## src/rtl/step_pkg.sv

```systemverilog
// Shared types and constants for the step/direction decoder.
package step_pkg;

    localparam int PERIOD_W         = 17;
    localparam int POS_W            = 32;
    localparam int DEF_MIN_PERIOD   = 1000;
    localparam int DEF_STALL_CYCLES = 10000;

    typedef enum logic [1:0] {
        IDLE  = 2'd0,
        ARMED = 2'd1,
        RUN   = 2'd2,
        STALL = 2'd3
    } state_t;

    function automatic logic [PERIOD_W-1:0] sat_inc(input logic [PERIOD_W-1:0] v);
        return (&v) ? v : v + PERIOD_W'(1);
    endfunction

endpackage

```

## src/rtl/sync2.sv

```systemverilog
// Two-flop synchronizer for a single asynchronous control input.
module sync2 (
    input  logic clk,
    input  logic rst,
    input  logic d,
    output logic q
);

    logic meta;

    always_ff @(posedge clk or negedge rst) begin
        if (!rst) begin
            meta <= 1'b0;
            q    <= 1'b0;
        end else begin
            meta <= d;
            q    <= meta;
        end
    end

endmodule

```

## src/rtl/step_decoder.sv

```systemverilog
// Step/dir decoder: measures step period, detects overspeed and stall, tracks position.
// Define STEP_DECODER_POS_EN to build the signed position counter; otherwise position reads 0.
module step_decoder
    import step_pkg::*;
#(
    parameter int MIN_PERIOD   = DEF_MIN_PERIOD,
    parameter int STALL_CYCLES = DEF_STALL_CYCLES
) (
    input  logic                clk,
    input  logic                rst,
    input  logic                drv_step,
    input  logic                drv_dir,
    input  logic                drv_en_SM,
    input  logic                ovs_clr,
    output logic [PERIOD_W-1:0] period,
    output logic                period_valid,
    output logic [POS_W-1:0]    position,
    output logic [1:0]          state,
    output logic                overspeed,
    output logic                stall
);

    localparam logic [PERIOD_W-1:0] MIN_LIM   = PERIOD_W'(MIN_PERIOD);
    localparam logic [PERIOD_W-1:0] STALL_LIM = PERIOD_W'(STALL_CYCLES);

    logic                step_s, dir_s, en_s;
    logic                step_q;
    logic                step_edge;
    logic [PERIOD_W-1:0] gap_q;
    state_t              state_q;

    sync2 u_sync_step (.clk(clk), .rst(rst), .d(drv_step),  .q(step_s));
    sync2 u_sync_dir  (.clk(clk), .rst(rst), .d(drv_dir),   .q(dir_s));
    sync2 u_sync_en   (.clk(clk), .rst(rst), .d(drv_en_SM), .q(en_s));

    assign step_edge = step_s & ~step_q;
    assign state     = state_q;

    always_ff @(posedge clk or negedge rst) begin
        if (!rst) begin
            step_q       <= 1'b0;
            state_q      <= IDLE;
            gap_q        <= '0;
            period       <= '0;
            period_valid <= 1'b0;
            overspeed    <= 1'b0;
            stall        <= 1'b0;
        end else begin
            step_q       <= step_s;
            period_valid <= 1'b0;
            // NOTE: the later overspeed set in RUN overrides this clear; the last
            // non-blocking assignment in the block wins, giving set priority.
            if (ovs_clr)
                overspeed <= 1'b0;

            if (!en_s) begin
                state_q <= IDLE;
                stall   <= 1'b0;
            end else begin
                case (state_q)
                    IDLE: state_q <= ARMED;
                    ARMED: begin
                        if (step_edge) begin
                            state_q <= RUN;
                            gap_q   <= PERIOD_W'(1);
                        end
                    end
                    RUN: begin
                        // An edge landing on the stall limit still counts as a RUN edge.
                        if (step_edge) begin
                            period       <= gap_q;
                            period_valid <= 1'b1;
                            gap_q        <= PERIOD_W'(1);
                            if (gap_q < MIN_LIM)
                                overspeed <= 1'b1;
                        end else if (gap_q == STALL_LIM) begin
                            state_q <= STALL;
                            stall   <= 1'b1;
                        end else begin
                            gap_q <= sat_inc(gap_q);
                        end
                    end
                    STALL: begin
                        if (step_edge) begin
                            state_q <= ARMED;
                            stall   <= 1'b0;
                        end
                    end
                endcase
            end
        end
    end

`ifdef STEP_DECODER_POS_EN
    logic             step_accept;
    logic [POS_W-1:0] pos_q;

    assign step_accept = en_s & step_edge & (state_q != IDLE);

    always_ff @(posedge clk or negedge rst) begin
        if (!rst)
            pos_q <= '0;
        else if (step_accept)
            pos_q <= pos_q + (dir_s ? POS_W'(1) : {POS_W{1'b1}});
    end

    assign position = pos_q;
`else
    logic unused_dir;

    assign unused_dir = dir_s;
    assign position   = '0;
`endif

endmodule

```

## config.mk

```make
export PLATFORM = sky130hd
export DESIGN_NAME = step_decoder
export DESIGN_NICKNAME = d
export VERILOG_FILES = /design/src/rtl/step_pkg.sv /design/src/rtl/sync2.sv /design/src/rtl/step_decoder.sv
export SDC_FILE = /design/constraint.sdc
export NUM_CORES = 1
export LEC_CHECK = 0
export ABC_AREA = 0
export CORE_MARGIN = 2
export CORE_UTILIZATION = 45
export CTS_CLUSTER_DIAMETER = 150
export DETAILED_ROUTE_END_ITERATION = 12
export PLACE_DENSITY = 0.74
export SYNTH_ARGS = -nofsm -noshare
export SYNTH_HDL_FRONTEND = slang
export SYNTH_HIERARCHICAL = 1
export SYNTH_SLANG_ARGS = --single-unit
```

## constraint.sdc

```tcl
create_clock -name clk -period 3.65 [get_ports clk]
set_input_delay 0.5475 -clock clk [delete_from_list [all_inputs] [get_ports clk]]
set_output_delay 0.5475 -clock clk [all_outputs]
set_load 0.1 [all_outputs]
```

==> qor.txt <==
Worst slew margin = 0.3497
P&R area growth vs syn = 13.10%
most crowded layer after global routing = met2
RR Startpoint = gap_q[0]$_DFFE_PN0P_
share of flip-flops with an asynchronous set or reset = 1.000
die width = 76.70 um
Top FF cell, synth = dfrtp_1
Yosys top cell by area = dfrtp_1
Net count, final = 279
Hold Buf Count CTS = 0
TNS Setup = 0 ps
Vias = 1743
GR Util met2 = 0.2263
Root Driver = clkbuf_8
Critical Path RT = 3830 ps
synthesized instance count = 242
worst path arrival time = 2760 ps
Pleak = 1.213 nW
die footprint = 5883 um^2
Die Ht = 76.70 um
Clk network pwr share = 0.272
DRC = 0
synthesized cell area = 2379 um^2
worst stage delay on the critical path = 470 ps
fin crit share = 0.7076
Crit Path Class = register to register
slowest stage cell, crit path = a21oi_2
worst path cell trace = ha_1 -> nand3_1 -> or3_1 -> nor2_1 -> ha_1 -> and4bb_1 -> a21oi_2 -> or4_1 -> nand3_1
layout cells sized above 1 = 0.1082
antenna cell count = 0
DR WL/cell = 12.68 um
clock skew = 6.531 ps
Starting Density = 0.4657
CTS tree = done
Hold Slack = 352.0 ps
grt total ovfl = 0
standard-cell rows = 26
Highest Clock Rate = 387.2 MHz
vias in the first global route = 1552
share of the synthesized area in the top cell type = 0.4629
clock buffer depth = 2
final-report hold violation count = 0
syn_area_per_cell = 9.829 um^2
RSZ-0062 raised after global routing = no
Setup Fix Bufs, Post-CTS = 0
Yosys cell types = 41
GRT Overall Usage = 0.1515
H-tree levels = 2
HPWL after DPL = 3.036 mm
largest net degree at the start of global routing = 45
Comb power frac = 0.350
first-pass GRT wire length = 7.093 mm
Critical Path Source Type = register
Buffers on Ports = 26
antenna viol nets, final = 0
top cells by count, synth = dfrtp_1 (44), buf_4 (32), o21ai_0 (24)
max cap viols = 0
largest cells by area after synthesis = dfrtp_1 (46%), buf_4 (10%), mux2_2 (5.7%)
r2r endpoint = gap_q[3]$_DFFE_PN0P_
Finish-stage setup viols = 0
Worst Tran Pin Value = 972.5 ps
status = complete, no violations
FF-to-FF setup slack = 1070 ps
flops & latches, synth = 44
Hold/Removal Path Class = register to register
clk_lat worst skew = 300 ps
max-slew violation count = 0
IO Pins = 60
Int Power = 0.0008602 W
PwrDens = 545.4 nW/um^2
R2R depth = 9
antenna violations before repair = 0
Initial DRC Count = 105
WHS Path Cells = 0
critical path fanouts, max = 13
critical hold path startpoint = u_sync_step/meta$_DFF_PN0_
met3 GRT Util = 0.03529
Core Region = 5107 um^2
register area share after synthesis = 0.4629
vias per inst = 5.157
clk sinks = 44
Initial DRT Pass Iterations = 4
Flop pwr share = 0.378
count leader, synth = dfrtp_1
gpl congestion = 0.9094
clock-pin transition on the worst setup and hold timing paths = 80 ps
Final Power = 0.001467 W
crit path capture type = register
clock buffer count from CTS = 5
switching share of power = 0.4137
quantity of gates resized following cts = 0
routed wire length = 4.287 mm
yosys warns = 6
clock period minus final worst setup slack = 2583 ps
GR Util met1 = 0.2078
worst vdd ir = 346.2 uV
P_sw = 0.0006070 W
number of enable flip-flop cells after synthesis = 0
worst hold endpoint = u_sync_step/q$_DFF_PN0_
[placed cells by master, fill, tap and decap left out, types with 3 or more instances in the layout]
cell,n
dfrtp_1,44
conb_1,32
clkdlybuf4s50_1,25
o21ai_0,24
nor2_1,22
nand2_1,19
nand3_1,13
mux2_2,12
inv_1,10
a21oi_1,7
clkbuf_8,7
ha_1,6
nand4_1,5
a31oi_1,5
or3_1,3
nor4_1,3
o31ai_1,3
[cells by family after synthesis]
group | synth area share
flip-flops | 0.4629
multiplexers | 0.05681
other | 0.001577
adder cells (fa/ha/maj) | 0.03156
buffers and inverters | 0.1341
AO/OA/AOI/OAI | 0.1126
AND/OR/NAND/NOR | 0.2004
[through the flow]
step                cells  worst slack (ps)  utilization  area [um^2]
finish                338              1067       0.5267         2690
global placement      330              1126       0.5020         2564
floorplan             273              1272            -         2495
CTS                   338              1091       0.5267         2690
detailed placement    330              1107       0.5020         2564
global route          338             878.0       0.5267         2690
[how the worst max path moves through the flow]
stage	start	end	slack [ps]	depth (start not counted)
3_5_place_dp	gap_q[1]$_DFFE_PN0P_	gap_q[3]$_DFFE_PN0P_	1110	9
3_3_place_gp	gap_q[1]$_DFFE_PN0P_	gap_q[3]$_DFFE_PN0P_	1130	9
4_1_cts	gap_q[0]$_DFFE_PN0P_	gap_q[3]$_DFFE_PN0P_	1090	9
5_1_grt	gap_q[1]$_DFFE_PN0P_	gap_q[3]$_DFFE_PN0P_	880	9
2_1_floorplan	state[1]$_DFFE_PN0P_	gap_q[3]$_DFFE_PN0P_	1270	6
6_report	gap_q[0]$_DFFE_PN0P_	gap_q[3]$_DFFE_PN0P_	1070	9
[sequential cells by signal, indices dropped and copies added (netlist names)]
signal / flops
u_sync_step/q: 1
gap_q: 17
period: 17
period_valid: 1
step_q: 1
u_sync_en/q: 1
state: 2
u_sync_en/meta: 1
stall: 1
u_sync_step/meta: 1
overspeed: 1
[power by group through the flow]
stage          registers [W]  clock network, W  logic, W
6_report            0.000555          0.000400  0.000513
2_1_floorplan       0.000693                 0  0.000318
3_5_place_dp        0.000563                 0  0.000512
3_3_place_gp        0.000562                 0  0.000507
4_1_cts             0.000554          0.000409  0.000512
5_1_grt             0.000559          0.000435  0.000543
[critical path: cells and delay by family, from the launching register on]
kind	cells	cell delay, ps
adders and majority gates	2	380
and+or+nand+nor	6	1190
DFF	1	430
AOI/OAI and AO/OA	1	470
[final cells by class]
cell class / count / area, um^2
multi-input combinational: 179 / 1075
inverter: 10 / 37.54
clock buffer: 7 / 96.34
sequential: 44 / 1101
tap: 70 / 87.58
timing repair buffer: 27 / 262.8
fill: 473 / 2417
clock inverter: 1 / 30.03
[routing by layer]
metal	routed length, um	vias up
met5	0	-
met4	82	0
met3	291	7
met2	1909	73
met1	2004	831
li1	-	832
No activity file was read; power rests on OpenSTA's default activity.
